File: src/rtl/stage_mem_pipe.sv
// stage_mem_pipe: WIDTH x DEPTH storage with a free-running write port and a credit-limited, pipelined read port
// Optional feature macro: STAGE_MEM_BYPASS_EN (forward same-cycle write data to a colliding accepted read).
// Ports:
//   clk                                      clock, rising edge
//   reset                                    asynchronous, active-low
//   wr_valid, wr_addr, wr_data               write port, out-of-range addresses ignored
//   rd_req_valid, rd_req_ready, rd_req_addr  read request handshake
//   rd_rsp_valid, rd_rsp_ready, rd_rsp_data  in-order read response handshake
//   rd_pending                               reads in flight (s1 stage + response FIFO)
module stage_mem_pipe #(
  parameter int WIDTH = 32,
  parameter int DEPTH = 64,
  parameter int ADDR_W = $clog2(DEPTH)
) (
  input  logic              clk,
  input  logic              reset,
  input  logic              wr_valid,
  input  logic [ADDR_W-1:0] wr_addr,
  input  logic [WIDTH-1:0]  wr_data,
  input  logic              rd_req_valid,
  output logic              rd_req_ready,
  input  logic [ADDR_W-1:0] rd_req_addr,
  output logic              rd_rsp_valid,
  input  logic              rd_rsp_ready,
  output logic [WIDTH-1:0]  rd_rsp_data,
  output logic [1:0]        rd_pending
);
  localparam logic [ADDR_W:0] depth_l = (ADDR_W+1)'(DEPTH);
  logic [WIDTH-1:0] mem [DEPTH];
  logic [WIDTH-1:0] fifo [3];
  logic [WIDTH-1:0] rd_word, s1_data;
  logic [1:0] wp, rp, cnt;
  logic wr_in, rd_in, rd_acc, s1_valid, push, pop;
  assign wr_in = {1'b0, wr_addr} < depth_l;
  assign rd_in = {1'b0, rd_req_addr} < depth_l;
  // Credit counts everything accepted but not yet consumed, so the FIFO can never overflow
  assign rd_pending = {1'b0, s1_valid} + cnt;
  assign rd_req_ready = rd_pending != 2'd3;
  assign rd_acc = rd_req_valid && rd_req_ready;
  assign push = s1_valid;
  assign rd_rsp_valid = cnt != 2'd0;
  assign pop = rd_rsp_valid && rd_rsp_ready;
  assign rd_rsp_data = rd_rsp_valid ? fifo[rp] : '0;
`ifdef STAGE_MEM_BYPASS_EN
  assign rd_word = !rd_in ? '0 : (wr_valid && wr_addr == rd_req_addr) ? wr_data : mem[rd_req_addr];
`else
  assign rd_word = rd_in ? mem[rd_req_addr] : '0;
`endif
  // Storage is deliberately outside reset so contents survive it
  always_ff @(posedge clk)
    if (wr_valid && wr_in) mem[wr_addr] <= wr_data;
  always_ff @(posedge clk or negedge reset)
    if (!reset) begin
      s1_valid <= 1'b0;
      s1_data <= '0;
    end else begin
      s1_valid <= rd_acc;
      if (rd_acc) s1_data <= rd_word;
    end
  always_ff @(posedge clk or negedge reset)
    if (!reset) begin
      fifo <= '{default: '0};
      wp <= 2'd0;
      rp <= 2'd0;
      cnt <= 2'd0;
    end else begin
      if (push) fifo[wp] <= s1_data;
      if (push) wp <= wp == 2'd2 ? 2'd0 : wp + 2'd1;
      if (pop) rp <= rp == 2'd2 ? 2'd0 : rp + 2'd1;
      cnt <= cnt + {1'b0, push} - {1'b0, pop};
    end
  assert property (@(posedge clk) disable iff (!reset) !(push && cnt == 2'd3));
endmodule
File: config.mk
export PLATFORM = sky130hd
export DESIGN_NAME = stage_mem_pipe
export DESIGN_NICKNAME = d
export VERILOG_FILES = /design/src/rtl/stage_mem_pipe.sv
export SDC_FILE = /design/constraint.sdc
export NUM_CORES = 2
export LEC_CHECK = 0
export CORE_MARGIN = 10
export CORE_UTILIZATION = 43
export DETAILED_ROUTE_END_ITERATION = 8
export GPL_ROUTABILITY_DRIVEN = 0
export GPL_TIMING_DRIVEN = 0
export MAX_ROUTING_LAYER = met4
export PLACE_DENSITY = 0.68
export SETUP_SLACK_MARGIN = 0.05
export SKIP_CTS_REPAIR_TIMING = 1
export SLEW_MARGIN = 20
export SYNTH_ARGS = -nofsm -noshare
export SYNTH_HDL_FRONTEND = slang
export SYNTH_SLANG_ARGS = --single-unit
File: constraint.sdc
create_clock -name clk -period 6 [get_ports clk]
set_input_delay 1.2 -clock clk [delete_from_list [all_inputs] [get_ports clk]]
set_output_delay 1.2 -clock clk [all_outputs]
set_load 0.01 [all_outputs]
==> metrics <==
status complete, no violations; Multi-input gate area between 15,000 and 20,000 µm²; Synth Net Count 4,148; wirelength, routed ~210,000 µm; Leakage between 30 and 40 nW; vias in the first global route 42.5k; Cells after DPL between 6k and 7k; Worst Path Required 4.80 ns; initial antenna violation count 18; max incr delay on CP 0.70 ns; Synth Cell Area 84,200 µm²; RSZ-0062 raised after global routing no; startpoint types flip-flop; Detail Route Antenna Nets 0; DIE AREA ~210,000 µm²; Final Hold Viols 0; Die Y between 400 and 500 µm; Worst-Margin Slew 1.30 ns; register area share after synthesis 0.770; WHS around 0.25 ns; DR DRC count 0; DR WL/cell 29.2 µm; Sink Count 2,183; Tmin final around 4.7 ns; Worst VDD drop 0.257 mV; Final Max Tran Viols 0; DP HPWL ~140,000 µm; Avg Inst Size Synth 20.6 µm²; port buffer count 74; Yosys reg bits 2,183; ys flop type edfxtp_1; WP depth 7; CTS Buffer Depth 3; critical path, cell by cell clkbuf_1, buf_1, mux2i_1, nor2_1, a21oi_1, nor2_1, clkdlybuf4s50_1; Buf+Inv Stages, Crit Path 3; largest net degree at the start of global routing 88; share of the synthesized area in the top cell type 0.730; nets 4,534; routed vias 42.5k; CP endpoint kind primary output; count leader, synth edfxtp_1; PD cells approximately 350 nW/µm²; number of synthesized flops with an enable pin 2,048; num ports 85; P&R area growth vs syn 15.9%; Final Setup Violations 0; synth cell count leaders 2,048 x edfxtp_1, 480 x mux2i_1, 320 x mux4_2; Netlist cell types 40; total CTS buffers 210; Fin Clk Skew 0.0237 ns; root buf cell clkbuf_16; H-tree depth 4; clk_lat worst skew 0.86 ns; Relative slew margins 0.114; worst r2r path cells 9; routed vias/inst approximately 5.8; Initial Util 0.432; hold crit path type in2async; Yosys warnings 0; DRT iter0 DRCs 5,173; Pwr Total 33.9 mW; first drt pass iteration count 6; Clk pin slew, worst setup/hold paths 0.06 ns; MaxCap Viol Count 0; synth top area cells edfxtp_1 73%, mux4_2 8.6%, mux2i_1 5.7%; core area 195,000 µm²; first-pass GRT wire length 307,000 µm; GRT overflow 0; TritonCTS clock tree yes; row count 162; Mapped Cells 4,097; area leader, netlist edfxtp_1; Worst path top cell family by delay buffers and inverters; Post-synth ARST share 0.0618; Die Width 463 µm; non-filler cells, final 7,300; f_max 0.213 GHz; share of cells above drive strength 1 0.215; All-Layer GR Usage 0.200; most frequent CP cell nor2_1; fin crit share 0.781; FF/Latch Area 64,900 µm²; CP max FO 10; Crit Path Class reg2out; setup_tns 0 ns; fill count 15.3k; crit path DAT 3.48 ns; slowest stage cell on the critical path buf_1
==> placed cells by master, fill, tap and decap left out, types with 39 or more instances in the layout <==
| master | instances |
|---|---|
| a211oi_1 | 64 |
| a22oi_1 | 160 |
| buf_12 | 45 |
| buf_16 | 46 |
| buf_2 | 99 |
| clkbuf_1 | 169 |
| clkbuf_16 | 211 |
| clkdlybuf4s50_1 | 41 |
| clkinv_1 | 45 |
| dfrtp_1 | 135 |
| edfxtp_1 | 2048 |
| mux2_1 | 50 |
| mux2_2 | 78 |
| mux2i_1 | 480 |
| mux4_2 | 320 |
| nand3_1 | 39 |
| nor2_1 | 70 |
| nor2_4 | 62 |
| nor2b_1 | 39 |
==> worst reg2reg max path: cells and delay by family (launching register included) <==
family	cells	cell delay (ns)
compound gates	2	1.07
simple gates	3	0.63
fa+ha+maj	1	0.22
xor+xnor	1	0.18
buf+inv	2	0.49
flops	1	0.44
==> cell families (layout without fill, tap and decap cells) <==
kind of cell / count (synthesis) / count (layout) / synth area share
compound gates: 484 / 484 / 0.0421
simple gates: 241 / 241 / 0.0130
mux: 928 / 928 / 0.160
fa+ha+maj: 2 / 2 / 0.000297
buf+inv: 257 / 825 / 0.0143
other cells: 0 / 11 / 0
xor+xnor: 2 / 2 / 0.000208
flops: 2183 / 2183 / 0.770
==> through the flow <==
step	setup slack, ns	util	area [µm²]
2_1_floorplan	1.46	-	84200
3_3_place_gp	-1.42	0.453	88300
3_5_place_dp	0.687	0.467	90900
4_1_cts	1.23	0.501	97600
5_1_grt	1.17	0.501	97600
6_report	1.32	0.501	97600
==> path summary, 6_finish.rpt <==
path,startpoint,to,slack [ns]
setup / recovery,rp[0],rd_rsp_data[23],1.32
hold / removal,reset,fifo[2],0.25
setup reg to reg,push,s1_data[30],2.91
hold reg to reg,fifo[13],fifo[13],0.49
max in group asynchronous,reset,fifo[82],5.00
min in group clk,fifo[13],fifo[13],0.49
==> state kept, by name, indices dropped and copies added, names as in the netlist <==
register / flops
mem: 2048
push: 1
rp: 2
wp: 2
fifo: 96
s1_data: 32
cnt: 2
==> report_power, final <==
group	switching, mW	internal [mW]
combinational	2.01	1.50
clock	5.68	7.22
sequential	0.351	17.2
total	8.04	25.9
==> area by class of cell <==
cell class | count | share of cell area
tap | 2624 | 0.0336
antenna | 11 | 0.000282
clock inverter | 120 | 0.0113
timing repair buffer | 174 | 0.0297
clock buffer | 274 | 0.0574
sequential | 2183 | 0.664
inverter | 7 | 0.000269
buffer | 250 | 0.0121
multi-input combinational | 1657 | 0.191
==> per-layer routing <==
layer | vias to the layer above | GRT usage | routed length, µm
met3 | 330 | 0.0396 | 17600
met5 | - | - | 0
met1 | 22500 | 0.266 | 85300
met4 | 0 | 0.0590 | 6330
met2 | 1839 | 0.316 | 104000
li1 | 17800 | - | -
Note: power is estimated with default switching activity, not from simulation.
